`src/rtl/dmem_bridge_pkg.sv`:
```
// Shared definitions for the data-memory bridge: FSM encodings, parameter defaults
// and a small address helper.
package dmem_bridge_pkg;

    typedef enum logic [1:0] {
        IDLE = 2'd0,
        REQ  = 2'd1,
        DONE = 2'd2
    } state_t;

    localparam int          TIMEOUT_CYCLES_DEF = 16;
    localparam logic [31:0] ERR_RDATA_DEF      = 32'hDEADBEEF;

    function automatic logic misaligned(input logic [1:0] addr_lsb);
        return addr_lsb != 2'b00;
    endfunction

endpackage

```
`src/rtl/dmem_wbuf.sv`:
```
// One-entry posted write buffer for dmem_bridge. The module only exists in builds
// with DMEM_BRIDGE_WBUF_EN defined, which is the only configuration that instantiates it.
`ifdef DMEM_BRIDGE_WBUF_EN
module dmem_wbuf (
    input  logic        clk,
    input  logic        reset,
    input  logic        load,
    input  logic [31:0] load_addr,
    input  logic [31:0] load_data,
    input  logic        drain_done,
    output logic        valid,
    output logic [31:0] addr,
    output logic [31:0] data
);

    always_ff @(posedge clk or posedge reset) begin
        if (reset) begin
            valid <= 1'b0;
            addr  <= 32'h0;
            data  <= 32'h0;
        end else if (load) begin
            valid <= 1'b1;
            addr  <= load_addr;
            data  <= load_data;
        end else if (drain_done) begin
            valid <= 1'b0;
        end
    end

endmodule
`endif

```
`src/rtl/dmem_bridge.sv`:
```
// MEM-stage to req/ack bus bridge with pipeline stall and sticky error flags.
// Define DMEM_BRIDGE_WBUF_EN to add a one-entry posted write buffer.
//
//  state | meaning
//  IDLE  | waiting for a MEM-stage access (or a buffered store to drain)
//  REQ   | bus_req asserted, waiting for bus_ack or timeout
//  DONE  | one-cycle release so the pipeline advances and WB captures core_rdata
module dmem_bridge
    import dmem_bridge_pkg::*;
#(
    parameter int          TIMEOUT_CYCLES = TIMEOUT_CYCLES_DEF,
    parameter logic [31:0] ERR_RDATA      = ERR_RDATA_DEF
) (
    input  logic        clk,
    input  logic        reset,
    input  logic        core_memread,
    input  logic        core_memwrite,
    input  logic [31:0] core_addr,
    input  logic [31:0] core_wdata,
    output logic [31:0] core_rdata,
    output logic        core_stall,
    output logic        bus_req,
    output logic        bus_we,
    output logic [31:0] bus_addr,
    output logic [31:0] bus_wdata,
    input  logic        bus_ack,
    input  logic [31:0] bus_rdata,
    output logic        err_misalign,
    output logic        err_timeout,
    input  logic        err_clear
);

    localparam int CW = (TIMEOUT_CYCLES > 1) ? $clog2(TIMEOUT_CYCLES) : 1;
    localparam logic [CW-1:0] CNT_LAST = CW'(TIMEOUT_CYCLES - 1);

    state_t        state, state_nxt;
    logic [CW-1:0] cnt;
    logic [31:0]   rdata_q;
    logic          drain_q;

    logic          access, is_write, misal;
    logic          stall_c, misal_evt, ack_evt, tmo_evt;
    logic          issue, issue_we, issue_drain;
    logic [31:0]   issue_addr, issue_wdata;

    assign is_write = core_memwrite;
    assign access   = core_memread | core_memwrite;
    assign misal    = access & misaligned(core_addr[1:0]);

`ifdef DMEM_BRIDGE_WBUF_EN
    logic        wb_load, wb_valid, wb_done;
    logic [31:0] wb_addr, wb_data;

    assign wb_done = drain_q & (ack_evt | tmo_evt);

    dmem_wbuf u_wbuf (
        .clk        (clk),
        .reset      (reset),
        .load       (wb_load),
        .load_addr  (core_addr),
        .load_data  (core_wdata),
        .drain_done (wb_done),
        .valid      (wb_valid),
        .addr       (wb_addr),
        .data       (wb_data)
    );
`endif

    always_comb begin
        state_nxt   = state;
        stall_c     = 1'b0;
        issue       = 1'b0;
        issue_we    = is_write;
        issue_addr  = core_addr;
        issue_wdata = core_wdata;
        issue_drain = 1'b0;
        misal_evt   = 1'b0;
        ack_evt     = 1'b0;
        tmo_evt     = 1'b0;
`ifdef DMEM_BRIDGE_WBUF_EN
        wb_load     = 1'b0;
`endif
        case (state)
            IDLE: begin
                misal_evt = misal;
`ifdef DMEM_BRIDGE_WBUF_EN
                // A pending buffered store always goes out first; core accesses wait behind it.
                if (wb_valid) begin
                    issue       = 1'b1;
                    issue_drain = 1'b1;
                    issue_we    = 1'b1;
                    issue_addr  = wb_addr;
                    issue_wdata = wb_data;
                    stall_c     = access & ~misal;
                end else if (access && !misal && is_write) begin
                    wb_load = 1'b1;
                end else if (access && !misal) begin
                    issue   = 1'b1;
                    stall_c = 1'b1;
                end
`else
                if (access && !misal) begin
                    issue   = 1'b1;
                    stall_c = 1'b1;
                end
`endif
                if (issue) state_nxt = REQ;
            end
            REQ: begin
                stall_c = 1'b1;
                // A drain runs behind a free-running pipeline, so core accesses are judged live.
                if (drain_q) begin
                    stall_c   = access & ~misal;
                    misal_evt = misal;
                end
                if (bus_ack) begin
                    ack_evt   = 1'b1;
                    state_nxt = drain_q ? IDLE : DONE;
                end else if (cnt == CNT_LAST) begin
                    tmo_evt   = 1'b1;
                    state_nxt = drain_q ? IDLE : DONE;
                end
            end
            DONE: state_nxt = IDLE;
            default: state_nxt = IDLE;
        endcase
    end

    assign core_stall = stall_c & ~reset;
    assign core_rdata = (misal_evt && !reset) ? ERR_RDATA : rdata_q;

    always_ff @(posedge clk or posedge reset) begin
        if (reset) begin
            state        <= IDLE;
            cnt          <= '0;
            rdata_q      <= 32'h0;
            drain_q      <= 1'b0;
            bus_req      <= 1'b0;
            bus_we       <= 1'b0;
            bus_addr     <= 32'h0;
            bus_wdata    <= 32'h0;
            err_misalign <= 1'b0;
            err_timeout  <= 1'b0;
        end else begin
            state <= state_nxt;
            if (issue) begin
                bus_req   <= 1'b1;
                bus_we    <= issue_we;
                bus_addr  <= {issue_addr[31:2], 2'b00};
                bus_wdata <= issue_wdata;
                drain_q   <= issue_drain;
                cnt       <= '0;
            end else if (state == REQ) begin
                if (ack_evt || tmo_evt) bus_req <= 1'b0;
                else                    cnt     <= cnt + 1'b1;
            end
            if (ack_evt && !bus_we)    rdata_q <= bus_rdata;
            if (tmo_evt && !drain_q)   rdata_q <= ERR_RDATA;
            if (misal_evt)             rdata_q <= ERR_RDATA;
            err_misalign <= misal_evt | (err_misalign & ~err_clear);
            err_timeout  <= tmo_evt   | (err_timeout  & ~err_clear);
        end
    end

endmodule

```
`config.mk`:
```
export PLATFORM = sky130hd
export DESIGN_NAME = dmem_bridge
export DESIGN_NICKNAME = d
export VERILOG_FILES = /design/src/rtl/dmem_bridge_pkg.sv /design/src/rtl/dmem_wbuf.sv /design/src/rtl/dmem_bridge.sv
export SDC_FILE = /design/constraint.sdc
export NUM_CORES = 1
export LEC_CHECK = 0
export CAP_MARGIN = 15
export CORE_MARGIN = 2
export CORE_UTILIZATION = 39
export DETAILED_ROUTE_END_ITERATION = 8
export GPL_TIMING_DRIVEN = 0
export HOLD_SLACK_MARGIN = 0.03
export PLACE_DENSITY_LB_ADDON = 0.05
export SETUP_SLACK_MARGIN = 0.2
export SYNTH_ARGS = -nofsm -noshare
export SYNTH_HDL_FRONTEND = slang
export SYNTH_SLANG_ARGS = --single-unit
```
`constraint.sdc`:
```
create_clock -name clk -period 7.1 [get_ports clk]
set_input_delay 1.42 -clock clk [delete_from_list [all_inputs] [get_ports clk]]
set_output_delay 1.42 -clock clk [all_outputs]
set_load 0.05 [all_outputs]
```
==> reports/qor.txt, run 1 <==
CTS Buffer Depth -> 2
Synth Area in Simple Gates -> 0.108
CTS clock-pin slew for the worst setup and hold paths -> 0.06 ns
Clock Power Share -> 0.235
Share of layout cells above drive strength 1 -> 0.174
CTS tree -> yes
Int Power -> 1.42 mW
Vias/cell -> 4.94
Critical path data required time -> 5.68 ns
Final Hold Viols -> 0
Final WL -> 12.2 mm
Routed vias -> 3,656
Adder and majority gate portion of the synthesized area -> 0.00265
Hold slack -> 0.486 ns
Core Region -> 11,900 um2
Vias in the first global route -> 3,676
Biggest area consumer among synthesized cells -> dfrtp_1
Worst Setup End Kind -> output port
Crit-path cells -> clkdlybuf4s50_1 > nor2_1 > nor4b_2 > clkbuf_1 > or2_2 > clkdlybuf4s50_1
Post-synth ARST share -> 1.00
Die ar. -> 13,000 um2
Initial antenna violation count -> 0
Status -> finished, final reports clean
Htree depth -> 3
Multi-input logic area -> 1870 um2
Yosys reg bits -> 104
Fill count -> 1,039
Met1 Track Usage GR -> 0.245
DRT Pass-1 Iters -> 4
Min-delay worst type -> flip-flop to flip-flop
Design Power -> 2.28 mW
Synth Cell Area -> 4710 um2
Largest family of logic cells by synthesized area -> multiplexers
Yosys top cell area share -> 0.552
Sequential power share -> 0.341
Total Routing Usage GR -> 0.190
Startpoint class of the critical path -> input port
RSZ-0062 raised after global routing -> false
Largest net degree at the start of global routing -> 65
Post-Synth XOR/XNOR Area -> 0
Most numerous cell in the Yosys netlist -> dfrtp_1
Row Count -> 40
Worst path slowest cell -> clkdlybuf4s50_1
PwrDens -> 314 nW/um2
Switching Fraction -> 0.378
ANT cells -> 0
CTS sink cnt -> 104
I/O Pins -> 203
Fin nets -> 691
Crit-path max FO -> 10
Type of the worst setup path -> input port to output port
GRT met2 Usage -> 0.305
Final period util -> 0.753
Syn Area/Cell -> 12.6 um2
Rel. slew slack -> 0.485
Clk root buf -> clkbuf_16
DR iter-0 viols -> 172
Worst-Skew Late Latency -> 0.35 ns
VDD IR max -> 0.000246 V
Die height -> 114 um
Hold-fix buffers, CTS -> 0
Fmax achieved -> 0.187 GHz
Synth area leaders -> dfrtp_1 55%, mux2_4 13%, mux2_1 5.3%, a211oi_1 4.0%, or2_2 3.2%
Seq/Total Area, Yosys -> 0.552
Number of gates resized after cts -> 0
First-pass GRT wire length -> 19.0 mm
Comb pwr share -> 0.424
Global route overflow -> 0
Synth warn -> 0
Top cells by instance count after synthesis -> 104 x dfrtp_1, 40 x mux2_4, 29 x nor2_1
Placer Congestion -> 0.767
Synth-to-Final Area Change -> 54.0%
Static Leak -> 2.97 nW
Top FF cell, synth -> dfrtp_1
EDFF count, synth -> 0
Initial Util -> 0.396
Tightest Pin Transition -> 0.765 ns
Post-route DRC -> 0
Psw -> 0.863 mW
Final slew viol count -> 0
CTS buffer count -> 9
Maximum Capacitance Violations -> 0
Post-CTS setup buffer count -> 0
Detailed Place HPWL -> 8.79 mm
Distinct cells, synth -> 40
Final setup violating endpoints -> 0
Most Crowded Layer GR -> met2
Worst Skew -> 0.00390 ns
CP max stage delay -> 0.82 ns
CP arrival -> 3.93 ns
Post-layout minimum cycle time -> 5.35 ns
Wire per inst -> 16.4 um
Die X -> 114 um
Register area -> 2600 um2
I/O Buffers -> 200
Synth Area in Compound Gates -> 0.102
Antenna Nets Post-Route -> 0
Syn Inst Count -> 374
GRT met3 Usage -> 0.0521
CP most frequent cell -> clkdlybuf4s50_1
Mux cell area share after synthesis -> 0.182
-- metrics by stage --
step	setup slack, ns	utilization	cell area [um2]	setup TNS [ns]	cells
after global routing	1.54	0.610	7260	0	740
after floorplan	1.44	-	4720	0	375
after global placement	-0.497	0.580	6900	-0.497	722
final	1.75	0.610	7260	0	740
after CTS	1.70	0.610	7260	0	740
after detailed placement	1.70	0.582	6940	0	724
-- worst max-delay path: cells and delay by family --
| kind | cells | cell delay, ns |
|---|---|---|
| buf+inv | 3 | 1.69 |
| simple gates | 3 | 0.81 |
-- power groups by stage --
stage	combinational, mW	clock (mW)	sequential [mW]
after floorplan	0.256	0	1.16
after global placement	0.966	0	0.784
after detailed placement	0.973	0	0.790
after CTS	0.977	0.556	0.780
after global routing	1.01	0.578	0.795
final	0.968	0.536	0.779
-- layout by cell type, fill, tap and decap left out, types with 2 or more instances in the layout --
cell type        count
or2_2               24
mux2_4              40
conb_1               2
inv_1                4
o21ai_0             19
o211a_1              2
a211oi_1            25
buf_4                3
nor2b_1              8
clkbuf_16            9
o211ai_1             8
nand2_1             12
clkinvlp_4           2
o21ai_1             10
nor4_1               2
nand4bb_1            2
mux2_1              22
clkbuf_1            16
dfrtp_1            104
bufinv_16            2
a21oi_1              9
nor4bb_1             2
and3_1               2
clkdlybuf4s50_1    200
buf_2                9
nand3_1              2
nor2_1              29
buf_12               4
-- per-layer routing --
metal | routed length [um] | up-vias
li1 | - | 1736
met1 | 5320 | 1775
met2 | 5820 | 126
met3 | 753 | 19
met4 | 280 | 0
met5 | 0 | -
-- final timing paths --
path                                    startpoint                         to  slack, ns  cells past startpoint
max                                   core_addr[1]             core_rdata[21]       1.75                      6
min                        bus_addr[3]$_DFFE_PP0P_    bus_addr[3]$_DFFE_PP0P_       0.49                      1
max reg2reg                   state[0]$_DFFE_PP0P_  bus_wdata[20]$_DFFE_PP0P_       5.18                      5
min reg2reg                bus_addr[3]$_DFFE_PP0P_    bus_addr[3]$_DFFE_PP0P_       0.49                      1
max in group asynchronous                    reset   bus_addr[13]$_DFFE_PP0P_       4.89                      3
min in group asynchronous                    reset     rdata_q[8]$_DFFE_PP0P_       1.52                      2
-- cells by family (layout without fill, tap and decap cells) --
| family | after synthesis | count (layout) |
|---|---|---|
| AO/OA/AOI/OAI | 76 | 76 |
| adder cells (fa/ha/maj) | 1 | 1 |
| AND/OR/NAND/NOR | 92 | 92 |
| flip-flops | 104 | 104 |
| other | 1 | 2 |
| multiplexers | 63 | 63 |
| buffers and inverters | 37 | 255 |
-- sequential cells by signal (all words and copies together) (netlist names) --
register and flops:
bus_wdata 32, rdata_q 32, bus_addr 30, cnt 4
state 2, bus_req 1, bus_we 1, err_misalign 1
err_timeout 1
-- area by class of cell --
class / count / area share
repair buffers: 202 / 0.280
clock inverters: 5 / 0.0110
multi-input cells: 234 / 0.258
inverters: 5 / 0.00293
plain buffers: 32 / 0.0310
flip-flops and latches: 104 / 0.358
clock buffers: 11 / 0.0334
well taps: 147 / 0.0253
Note: power is estimated with default switching activity, not from simulation.
==> run 2, diff against run 1 <==
==> constraint.sdc (replaced) <==
create_clock -name clk -period 5.2 [get_ports clk]
set_input_delay 1.04 -clock clk [delete_from_list [all_inputs] [get_ports clk]]
set_output_delay 1.04 -clock clk [all_outputs]
set_load 0.05 [all_outputs]
==> results of run 2 <==
Same layout as run 1 (identical final DEF). Status: finished, final reports clean.
Among the figures that moved: setup slack after placement 1.70 ns -> 0.563 ns; setup slack after layout 1.75 ns -> 0.614 ns; register-to-register setup slack 5.18 ns -> 3.28 ns; total power 2.28 mW -> 3.12 mW; worst IR drop on VDD 0.000246 V -> 0.000336 V
==> run 3, diff against run 2 <==
--- a/config.mk
+++ b/config.mk
@@ -13,6 +13,7 @@
 export HOLD_SLACK_MARGIN = 0.03
 export PLACE_DENSITY_LB_ADDON = 0.05
 export SETUP_SLACK_MARGIN = 0.2
+export SLEW_MARGIN = 5
 export SYNTH_ARGS = -nofsm -noshare
 export SYNTH_HDL_FRONTEND = slang
 export SYNTH_SLANG_ARGS = --single-unit
==> results of run 3 <==
Same layout as run 1 (identical final DEF). Status: finished, final reports clean.
Among the figures that moved: setup slack after placement 1.70 ns -> 0.563 ns; setup slack after layout 1.75 ns -> 0.614 ns; register-to-register setup slack 5.18 ns -> 3.28 ns; total power 2.28 mW -> 3.12 mW; worst IR drop on VDD 0.000246 V -> 0.000336 V
==> RTL edit (flow settings as in run 2) <==
The package constant `TIMEOUT_CYCLES_DEF` goes from 16 to 8.
--- a/src/rtl/dmem_bridge_pkg.sv
+++ b/src/rtl/dmem_bridge_pkg.sv
@@ -8,7 +8,7 @@
         DONE = 2'd2
     } state_t;
 
-    localparam int          TIMEOUT_CYCLES_DEF = 16;
+    localparam int          TIMEOUT_CYCLES_DEF = 8;
     localparam logic [31:0] ERR_RDATA_DEF      = 32'hDEADBEEF;
 
     function automatic logic misaligned(input logic [1:0] addr_lsb);
Formal check against the unedited RTL: not equivalent (Yosys sat finds a counterexample within 10 cycles, from zero or initial values and one cycle with reset high).
==> RTL edit against run 2 <==
- clock skew is essentially flat
- routed wire length shrank 2.2%
- sequential cell count shrank 1
- cell count shrank 1.2%
- largest cell class unchanged
- critical endpoint is now core_rdata[31]
- setup slack lost 0.15 ns
- global-route usage grew 0.87 points
- design area shrank 3.7%
- synthesized area shrank 4.6%
Power is not compared: it rests on default switching activity, and its combinational part moved more than twofold at a synthesized area within 25%.
==> RTL edit: results (changes against run 2) <==
mux cell area share after synthesis=15.5% (-2.7 points); Pwr per Cell Area=roughly 660 nW/um^2; Worst Hold Launch=bus_addr[29]$_DFFE_PP0P_; switching share of power=47.2%; H-tree depth=3 (unchanged); fraction of layout cells with a size suffix above 1=11.7% (-5.6 points); CP startpoint=core_memwrite; adder-cell share of the synthesized area=0.556% (+0.29 points); clock skew=0.00433 ns (+0.000428 ns); DRT iter0 DRCs=147 (-15%); routability-driven placement congestion ratio=0.836 (+9.0%); async set or reset register ratio after synthesis=100% (unchanged); # Post-CTS Setup Buffers=0 (unchanged); CTS resizes=0 (unchanged); first-pass GRT wire length=19600 um (+3.5%); sequential share of the synthesized area=57.3% (+2.1 points); GRT Overall Usage=19.9% (+0.87 points); Post-synth top cells=dfrtp_1 (103), mux2_1 (47), nand2_1 (28), or2_2 (26), clkbuf_1 (21); vias in the first global route=3811 (+3.7%); Comb power frac=between 50% and 60%; clock transition at the registers of the reported paths=0.06 ns (about the same); routed vias/inst=5.06 (+2.3%); largest cells by area after synthesis=dfrtp_1 (57%), mux2_1 (12%), mux2_2 (3.8%); Critical Path AT=3.70 ns (+0.15 ns); Slew HR=62.6% (+14 points); Peak supply drop=between 0.0003 and 0.0004 V; Port Buffers=199 (-0.50%); leakage power=~2.8 nW; synth unique cells=35 (-13%); clk_lat worst skew=approximately 0.34 ns; wire per inst=16.3 um (-1.0%); Synth Area in Compound Gates=6.90% (-3.3 points); R2R cell count=5 (unchanged); diodes inserted=0 (unchanged); Detailed Place HPWL=9000 um (+2.4%); Synth Area in XOR/XNOR=0% (unchanged); first drt pass iteration count=6 (+2); outcome=complete, no violations; pin count of the biggest net entering global routing=34 (-48%); nets=688 (-0.43%)
RTL edit: cell count changes in the layout (fill, tap and decap cells not counted), moves of 12 or more:
cell | before | now
a211oi_1 | 25 | 0
mux2_4 | 40 | 0
nor2_1 | 29 | 3
nand3_1 | 2 | 15
nand2_1 | 12 | 28
mux2_1 | 22 | 47
nor4b_1 | 0 | 12
mux2_2 | 0 | 15
a31oi_1 | 0 | 13
RTL edit: area by class of cell:
type,count,area (um^2)
fill,967,4330
inverter,2,11.3
sequential,103,2580
tap,143,179
clock inverter,1,5.00
multi-input combinational,232,1710
clock buffer,14,254
timing repair buffer,202,2050
buffer,34,206
RTL edit: final timing paths:
path	end	slack [ns]
max in group asynchronous	bus_addr[6]$_DFFE_PP0P_	3.43
max reg2reg	bus_addr[10]$_DFFE_PP0P_	3.26
min in group asynchronous	state[1]$_DFFE_PP0P_	1.07
min	bus_addr[29]$_DFFE_PP0P_	0.48
max	core_rdata[31]	0.46
min reg2reg	bus_addr[29]$_DFFE_PP0P_	0.48
RTL edit: layer usage:
| layer | track usage [%] | part of all wire [%] | vias to the layer above |
|---|---|---|---|
| li1 | - | - | 1720 |
| met1 | 26.3 | 43 | 1827 |
| met2 | 31.8 | 49 | 133 |
| met3 | 5.93 | 6.2 | 16 |
| met4 | 6.34 | 2.0 | 0 |
| met5 | 0 | 0 | - |
RTL edit: stage by stage:
step	instance area (um^2)	instances	setup TNS [ns]	setup WS (ns)	hold slack [ns]
global route	7000	731	0	0.306	0.496
CTS	7000	731	0	0.456	0.488
finish	7000	731	0	0.459	0.483
detailed placement	6740	716	0	0.465	0.473
global placement	6680	713	-47.08	-1.55	0.460
floorplan	4510	371	0	0.258	0.456
